==> src/rtl/audio_pkg.sv <==
// rtl/audio_pkg.sv - shared types and constants for the I2S ADC capture path
package audio_pkg;

    // Bits kept per channel unless the instantiating block overrides it.
    localparam int AUDIO_SAMPLE_W = 16;

    // Word-select level that marks the left channel slot.
    localparam logic LRCLK_LEFT = 1'b0;

    typedef enum logic [1:0] {
        S_IDLE  = 2'd0,
        S_LEFT  = 2'd1,
        S_RIGHT = 2'd2
    } state_t;

endpackage

==> src/rtl/i2s_adc_capture_if.sv <==
// rtl/i2s_adc_capture_if.sv - FIFO push port carrying completed stereo pairs
//
// fifo_din    packed {right, left} sample pair
// fifo_wr_en  one-cycle push strobe
// fifo_full   back-pressure from the FIFO; a push is suppressed while high
interface i2s_adc_capture_if #(
    parameter int DATA_W = 32
);
    logic [DATA_W-1:0] fifo_din;
    logic              fifo_wr_en;
    logic              fifo_full;

    modport master (
        output fifo_din,
        output fifo_wr_en,
        input  fifo_full
    );

    modport slave (
        input  fifo_din,
        input  fifo_wr_en,
        output fifo_full
    );
endinterface

==> src/rtl/sync_edge_det.sv <==
// rtl/sync_edge_det.sv - multi-flop synchronizer with rising-edge detect
//
// clk    sampling clock
// rst    synchronous active-high reset
// din    asynchronous input pin
// level  synchronized level (last synchronizer stage)
// rise   one-cycle pulse when level goes 0->1
module sync_edge_det #(
    parameter int STAGES = 2
) (
    input  logic clk,
    input  logic rst,
    input  logic din,
    output logic level,
    output logic rise
);

    logic [STAGES-1:0] sync_q, sync_d;
    logic              prev_q, prev_d;

    always_comb begin
        sync_d[0] = din;
        for (int i = 1; i < STAGES; i++) begin
            sync_d[i] = sync_q[i-1];
        end
        level  = sync_q[STAGES-1];
        prev_d = level;
        rise   = level & ~prev_q;
    end

    always_ff @(posedge clk) begin
        if (rst) begin
            sync_q <= '0;
            prev_q <= 1'b0;
        end else begin
            sync_q <= sync_d;
            prev_q <= prev_d;
        end
    end

endmodule

==> src/rtl/i2s_adc_capture.sv <==
// rtl/i2s_adc_capture.sv - I2S ADC receiver producing 16-bit L/R pairs for a 32-bit FIFO
//
// bus_clk, rst                 single clock, synchronous active-high reset
// enable                       capture enable; low forces IDLE and clears frame_err
// audio_bclk/adc_lrclk/adc     asynchronous I2S pins from the codec
// left_data, right_data        last complete stereo pair
// sample_valid                 one-cycle pulse when a new pair is presented
// fifo                         push port: {right, left}, wr_en, full
// overflow_cnt                 saturating count of pairs dropped on fifo_full
// frame_err                    sticky: a channel slot carried fewer than SAMPLE_W bits
module i2s_adc_capture
    import audio_pkg::*;
#(
    parameter int SAMPLE_W    = AUDIO_SAMPLE_W,
    parameter int SYNC_STAGES = 2,
    parameter int OVF_CNT_W   = 8
) (
    input  logic                 bus_clk,
    input  logic                 rst,
    input  logic                 enable,
    input  logic                 audio_bclk,
    input  logic                 audio_adc_lrclk,
    input  logic                 audio_adc,
    output logic [SAMPLE_W-1:0]  left_data,
    output logic [SAMPLE_W-1:0]  right_data,
    output logic                 sample_valid,
    i2s_adc_capture_if.master    fifo,
    output logic [OVF_CNT_W-1:0] overflow_cnt,
    output logic                 frame_err
);

    localparam int                CNT_W    = $clog2(SAMPLE_W + 1);
    localparam logic [CNT_W-1:0]  FULL_CNT = CNT_W'(SAMPLE_W);
    localparam logic [CNT_W-1:0]  LAST_CNT = CNT_W'(SAMPLE_W - 1);

    logic bclk_rise, lr_lvl, adc_lvl;
    logic unused_bclk_lvl, unused_lr_rise, unused_adc_rise;

    sync_edge_det #(.STAGES(SYNC_STAGES)) u_sync_bclk (
        .clk(bus_clk), .rst(rst), .din(audio_bclk),
        .level(unused_bclk_lvl), .rise(bclk_rise)
    );
    sync_edge_det #(.STAGES(SYNC_STAGES)) u_sync_lrclk (
        .clk(bus_clk), .rst(rst), .din(audio_adc_lrclk),
        .level(lr_lvl), .rise(unused_lr_rise)
    );
    sync_edge_det #(.STAGES(SYNC_STAGES)) u_sync_adc (
        .clk(bus_clk), .rst(rst), .din(audio_adc),
        .level(adc_lvl), .rise(unused_adc_rise)
    );

    state_t                state_q, state_d;
    logic                  lr_prev_q, lr_prev_d;
    logic [CNT_W-1:0]      nbits_q, nbits_d;
    logic [SAMPLE_W-1:0]   shift_q, shift_d;
    logic [SAMPLE_W-1:0]   lhold_q, lhold_d;
    logic [SAMPLE_W-1:0]   rhold_q, rhold_d;
    logic                  left_ok_q, left_ok_d;
    logic                  pend_q, pend_d;
    logic [SAMPLE_W-1:0]   left_q, left_d;
    logic [SAMPLE_W-1:0]   right_q, right_d;
    logic                  valid_q, valid_d;
    logic [OVF_CNT_W-1:0]  ovf_q, ovf_d;
    logic                  ferr_q, ferr_d;

    logic                  lr_chg;
    logic                  word_full;
    logic [SAMPLE_W-1:0]   word_done;

    always_comb begin
        state_d   = state_q;
        lr_prev_d = lr_prev_q;
        nbits_d   = nbits_q;
        shift_d   = shift_q;
        lhold_d   = lhold_q;
        rhold_d   = rhold_q;
        left_ok_d = left_ok_q;
        pend_d    = 1'b0;
        left_d    = left_q;
        right_d   = right_q;
        valid_d   = 1'b0;
        ovf_d     = ovf_q;
        ferr_d    = ferr_q;

        lr_chg    = bclk_rise && (lr_lvl != lr_prev_q);
        // A slot that already holds SAMPLE_W-1 bits takes its LSB from the
        // lr_chg strobe itself (exact-length slots with the I2S one-bit delay).
        word_full = (nbits_q == FULL_CNT) || (nbits_q == LAST_CNT);
        word_done = (nbits_q == FULL_CNT) ? shift_q
                                          : {shift_q[SAMPLE_W-2:0], adc_lvl};

        // Present the pair one cycle after the completing strobe.
        if (pend_q) begin
            left_d  = lhold_q;
            right_d = rhold_q;
            valid_d = 1'b1;
        end

        if (valid_q && fifo.fifo_full && (ovf_q != '1)) begin
            ovf_d = ovf_q + OVF_CNT_W'(1);
        end

        if (bclk_rise) begin
            lr_prev_d = lr_lvl;
            if (lr_chg) begin
                nbits_d = '0;
                shift_d = '0;
                unique case (state_q)
                    S_IDLE: begin
                        if (lr_lvl == LRCLK_LEFT) begin
                            state_d = S_LEFT;
                        end
                    end
                    S_LEFT: begin
                        lhold_d   = word_done;
                        left_ok_d = word_full;
                        if (!word_full) begin
                            ferr_d = 1'b1;
                        end
                        state_d = S_RIGHT;
                    end
                    S_RIGHT: begin
                        if (!word_full) begin
                            ferr_d = 1'b1;
                        end else if (left_ok_q) begin
                            rhold_d = word_done;
                            pend_d  = 1'b1;
                        end
                        state_d = S_LEFT;
                    end
                    default: state_d = S_IDLE;
                endcase
            end else if ((state_q != S_IDLE) && (nbits_q != FULL_CNT)) begin
                shift_d = {shift_q[SAMPLE_W-2:0], adc_lvl};
                nbits_d = nbits_q + CNT_W'(1);
            end
        end

        // Disable overrides everything, including a pair completing this cycle.
        if (!enable) begin
            state_d   = S_IDLE;
            nbits_d   = '0;
            shift_d   = '0;
            left_ok_d = 1'b0;
            pend_d    = 1'b0;
            valid_d   = 1'b0;
            left_d    = left_q;
            right_d   = right_q;
            ferr_d    = 1'b0;
        end
    end

    always_ff @(posedge bus_clk) begin
        if (rst) begin
            state_q   <= S_IDLE;
            lr_prev_q <= 1'b0;
            nbits_q   <= '0;
            shift_q   <= '0;
            lhold_q   <= '0;
            rhold_q   <= '0;
            left_ok_q <= 1'b0;
            pend_q    <= 1'b0;
            left_q    <= '0;
            right_q   <= '0;
            valid_q   <= 1'b0;
            ovf_q     <= '0;
            ferr_q    <= 1'b0;
        end else begin
            state_q   <= state_d;
            lr_prev_q <= lr_prev_d;
            nbits_q   <= nbits_d;
            shift_q   <= shift_d;
            lhold_q   <= lhold_d;
            rhold_q   <= rhold_d;
            left_ok_q <= left_ok_d;
            pend_q    <= pend_d;
            left_q    <= left_d;
            right_q   <= right_d;
            valid_q   <= valid_d;
            ovf_q     <= ovf_d;
            ferr_q    <= ferr_d;
        end
    end

    assign left_data       = left_q;
    assign right_data      = right_q;
    assign sample_valid    = valid_q;
    assign overflow_cnt    = ovf_q;
    assign frame_err       = ferr_q;
    assign fifo.fifo_din   = {right_q, left_q};
    assign fifo.fifo_wr_en = valid_q & ~fifo.fifo_full;

endmodule

==> src/flat_wrapper.sv <==
// flat-port wrapper written by rule: the top's interface ports become plain ports
module i2s_adc_capture_flat import audio_pkg::*;
#(
    parameter int SAMPLE_W    = AUDIO_SAMPLE_W,
    parameter int SYNC_STAGES = 2,
    parameter int OVF_CNT_W   = 8
)
  (bus_clk, rst, enable, audio_bclk, audio_adc_lrclk, audio_adc, left_data, right_data, sample_valid, overflow_cnt, frame_err, fifo_fifo_din, fifo_fifo_wr_en, fifo_fifo_full);
  i2s_adc_capture_if #(.DATA_W(32)) fifo_i ();
  input  logic bus_clk;
  input  logic rst;
  input  logic enable;
  input  logic audio_bclk;
  input  logic audio_adc_lrclk;
  input  logic audio_adc;
  output logic [SAMPLE_W-1:0] left_data;
  output logic [SAMPLE_W-1:0] right_data;
  output logic sample_valid;
  output logic [OVF_CNT_W-1:0] overflow_cnt;
  output logic frame_err;
  output wire logic [$bits(fifo_i.fifo_din)-1:0] fifo_fifo_din;
  output wire logic [$bits(fifo_i.fifo_wr_en)-1:0] fifo_fifo_wr_en;
  input wire logic [$bits(fifo_i.fifo_full)-1:0] fifo_fifo_full;
  assign fifo_fifo_din = fifo_i.fifo_din;
  assign fifo_fifo_wr_en = fifo_i.fifo_wr_en;
  assign fifo_i.fifo_full = fifo_fifo_full;
  i2s_adc_capture #(.SAMPLE_W(SAMPLE_W), .SYNC_STAGES(SYNC_STAGES), .OVF_CNT_W(OVF_CNT_W)) u_core (.bus_clk(bus_clk), .rst(rst), .enable(enable), .audio_bclk(audio_bclk), .audio_adc_lrclk(audio_adc_lrclk), .audio_adc(audio_adc), .left_data(left_data), .right_data(right_data), .sample_valid(sample_valid), .fifo(fifo_i), .overflow_cnt(overflow_cnt), .frame_err(frame_err));
endmodule
==> config.mk <==
export PLATFORM = sky130hd
export DESIGN_NAME = i2s_adc_capture_flat
export DESIGN_NICKNAME = d
export VERILOG_FILES = /design/src/rtl/audio_pkg.sv /design/src/rtl/i2s_adc_capture_if.sv /design/src/rtl/sync_edge_det.sv /design/src/rtl/i2s_adc_capture.sv /design/src/flat_wrapper.sv
export SDC_FILE = /design/constraint.sdc
export NUM_CORES = 1
export LEC_CHECK = 0
export ABC_CLOCK_PERIOD_IN_PS = 2680
export BUFFER_PORTS_ARGS = -buffer_cell sky130_fd_sc_hd__buf_2
export CAP_MARGIN = 10
export CORE_MARGIN = 2
export CORE_UTILIZATION = 25
export CTS_BUF_LIST = sky130_fd_sc_hd__clkbuf_2
export DETAILED_ROUTE_END_ITERATION = 8
export GPL_TIMING_DRIVEN = 0
export SKIP_LAST_GASP = 1
export SYNTH_ARGS = -nofsm -noshare
export SYNTH_HDL_FRONTEND = slang
export SYNTH_SLANG_ARGS = --single-unit
==> constraint.sdc <==
create_clock -name bus_clk -period 2.68 [get_ports bus_clk]
set_clock_uncertainty 0.05 [all_clocks]
set_input_delay 0.536 -clock bus_clk [delete_from_list [all_inputs] [get_ports bus_clk]]
set_output_delay 0.536 -clock bus_clk [all_outputs]
set_load 0.02 [all_outputs]
==> impl_metrics.toml <==
[synthesis]
synthMuxAreaShare = 0.0546
yosysSeqAreaShare = 0.487
syn-num-nets = 482
synth_area_per_cell_um2 = 9.40
ys_warn_count = 0
yosys.area.top_type_share = 0.487
synth_top_family_by_area = "simple AND/OR/NAND/NOR gates"
netlist_area_um2 = 4400
syn_inst = 468
yosys-top-cells-area = "dfxtp_1 49%, nand2_1 6.3%, buf_4 5.8%"
synth_compound_area_frac = 0.162
yosysUniqueCellTypes = 43
synth-simple-area-share = 0.173
synthAdderAreaFrac = 0.0199
synth-seq-cells = 107
synthDominantAreaCellType = "dfxtp_1"
synth_xor_area_frac = 0.0136
synth_edf_count = 0
ys.flop_type = "dfxtp_1"
ys_async_sr_fraction = 0

[die]
io_pins = 82
chipWidth_um = 137
core-area_um2 = 17200
num_rows = 48
start_util = 0.255
die-height_um = 137
die-area_um2 = 18700

[critical_path]
endpoint = "u_core.shift_q[6]"
cp_num_cells = 7
crit_type = "register to register"
max_stage_delay_ns = 0.48
start_kind = "register"
arrival_ns = 2.84
rrSetupSlack_ns = 0.36
cp_cell_sequence = "inv_1, ha_1, nor3b_1, nand2_2, nor3_2, buf_2, a22o_1"
crit_path_end_kind = "register"
slowest_stage = "nor3b_1"
crit_buf_inv = 2
startpoint = "u_core.state_q[0]"
reg2reg_depth = 7
required_ns = 3.20
cp_max_fo = 10
rr_startpoint = "u_core.state_q[0]"
path_delay_family = "simple AND/OR/NAND/NOR gates"
rr_endpoint = "u_core.shift_q[6]"

[timing]
rsz0062_at_grt = "no"
setup_tns_ns = 0
setup-violations-final = 0
finalCritPeriodShare = 0.865
tightest_slew_ns = 0.790
hold_viol_final = 0
fin_ws_ns = 0.361
drv_slew = 0
max_freq_mhz = 431
slew_headroom = 0.473
period_needed_ns = 2.32

[route]
drt-pass1-iter-count = 4
vias = 3344
wl_um = 9730
ant_nets = 0
drt_iter0_drc = 172
viasPerCell = 4.23
route.detailed.drc = 0
wire_per_inst_um = 12.3

[global_routing]
grt_pass1_vias = 3210
grt.total_usage = 0.108
antenna_found_initial = 1
grt-ovfl-total = 0
grt_max_degree = 18
grt_first_pass_wirelength_um = 15800

[finish]
syn_to_final_growth_pct = 18.2
layout_commonest_cell = "dfxtp_1"
drive_gt1_frac = 0.287
instances_no_fill = 790
nets = 574
mostFrequentLayoutCells = "107 x dfxtp_1, 86 x buf_2, 74 x nand2_1, 48 x nor2_1, 38 x a21oi_1"
fin_util = 0.302

[pwr]
power.density_nw_per_um2 = 466
leakage_nw = 2.05
finalPower_mw = 2.42
ir_drop_mv = 0.203

[cts]
htreeDepth = 3
clk_latency_ns = 0.60
clk_path_buf_depth = 2
cts_setup_buffers = 0
cts_root_buf = "clkbuf_2"
numClockSinks = 107
clk_pin_slew_ns = 0.29
cts_hold_buf = 0
cts.repair.resized = 0
cts_tree = "yes"
cts_made_buffers = 9

[placement]
dp_hpwl_um = 7240
placed_cells = 774
port_buffers = 81
place_ws_ns = 0.433
place_congestion = 0.786

[min_path]
min_path_type = "input pin to register"

[flow_run]
maxCapViolCount = 0

[run_status]
status = "finished, final reports clean"
[final cells by class]
| cell class | count | area, um^2 |
|---|---|---|
| Buffer | 60 | 374 |
| Inverter | 6 | 22.5 |
| Clock inverter | 6 | 65.1 |
| Clock buffer | 9 | 45.0 |
| Multi-Input combinational cell | 295 | 1860 |
| Tap cell | 225 | 282 |
| Fill cell | 1842 | 12000 |
| Sequential cell | 107 | 2140 |
| Timing Repair Buffer | 81 | 405 |
| Antenna cell | 1 | 2.50 |
[power by group]
group	leakage [nW]	switching, mW	total (mW)	internal (mW)
Clock	0.0702	0.544	0.760	0.215
Sequential	0.863	0.00238	1.61	1.60
Combinational	1.12	0.0423	0.0563	0.0139
Total	2.05	0.589	2.42	1.83
[worst min-delay path by stage]
stage                     cells past startpoint                     startpoint                            end
after floorplan                               1    u_core.u_sync_adc.sync_q[0]    u_core.u_sync_adc.sync_q[1]
after global placement                        1   u_core.u_sync_bclk.sync_q[0]   u_core.u_sync_bclk.sync_q[1]
after detailed placement                      1  u_core.u_sync_lrclk.sync_q[0]  u_core.u_sync_lrclk.sync_q[1]
after CTS                                     2                      audio_adc    u_core.u_sync_adc.sync_q[0]
after global routing                          2                      audio_adc    u_core.u_sync_adc.sync_q[0]
final                                         2                      audio_adc    u_core.u_sync_adc.sync_q[0]
[synthesized netlist by cell type, drive strengths merged, types with 6 or more instances]
cell / count
dfxtp: 107
nand2: 75
nor2: 51
buf: 41
a21oi: 38
a211oi: 33
mux2i: 24
clkbuf: 19
a22o: 12
nor2b: 11
ha: 7
inv: 6
[metal layers]
| layer | global-route usage | part of all wire | up-vias |
|---|---|---|---|
| li1 | - | - | 1747 |
| met3 | 0.0189 | 0.035 | 13 |
| met5 | 0 | 0 | - |
| met1 | 0.131 | 0.47 | 1529 |
| met4 | 0.0463 | 0.017 | 0 |
| met2 | 0.186 | 0.48 | 55 |
[stage by stage]
stage	area, um^2	hold WS (ns)
5_1_grt	5200	0.0283
6_report	5200	0.0729
2_1_floorplan	4400	0.364
3_5_place_dp	5090	0.373
4_1_cts	5200	0.0486
3_3_place_gp	5090	0.375
[logic make-up (layout without fill, tap and decap cells)]
logic type / Yosys count / count (layout)
and+or+nand+nor: 164 / 164
DFF: 107 / 107
AOI/OAI and AO/OA: 94 / 94
other: 0 / 1
buffers and inverters: 66 / 162
adders and majority gates: 7 / 7
muxes: 24 / 24
xor gates and xnor gates: 6 / 6
[sequential cells by signal, indices dropped and copies added (netlist names), 2 cells and up]
signal / count
u_core.lhold_q: 16
u_core.nbits_q: 5
u_core.left_data: 16
u_core.shift_q: 16
u_core.u_sync_bclk.sync_q: 2
u_core.overflow_cnt: 8
u_core.state_q: 2
u_core.rhold_q: 16
u_core.u_sync_lrclk.sync_q: 2
u_core.right_data: 16
u_core.u_sync_adc.sync_q: 2
Note: power is estimated with default switching activity, not from simulation.
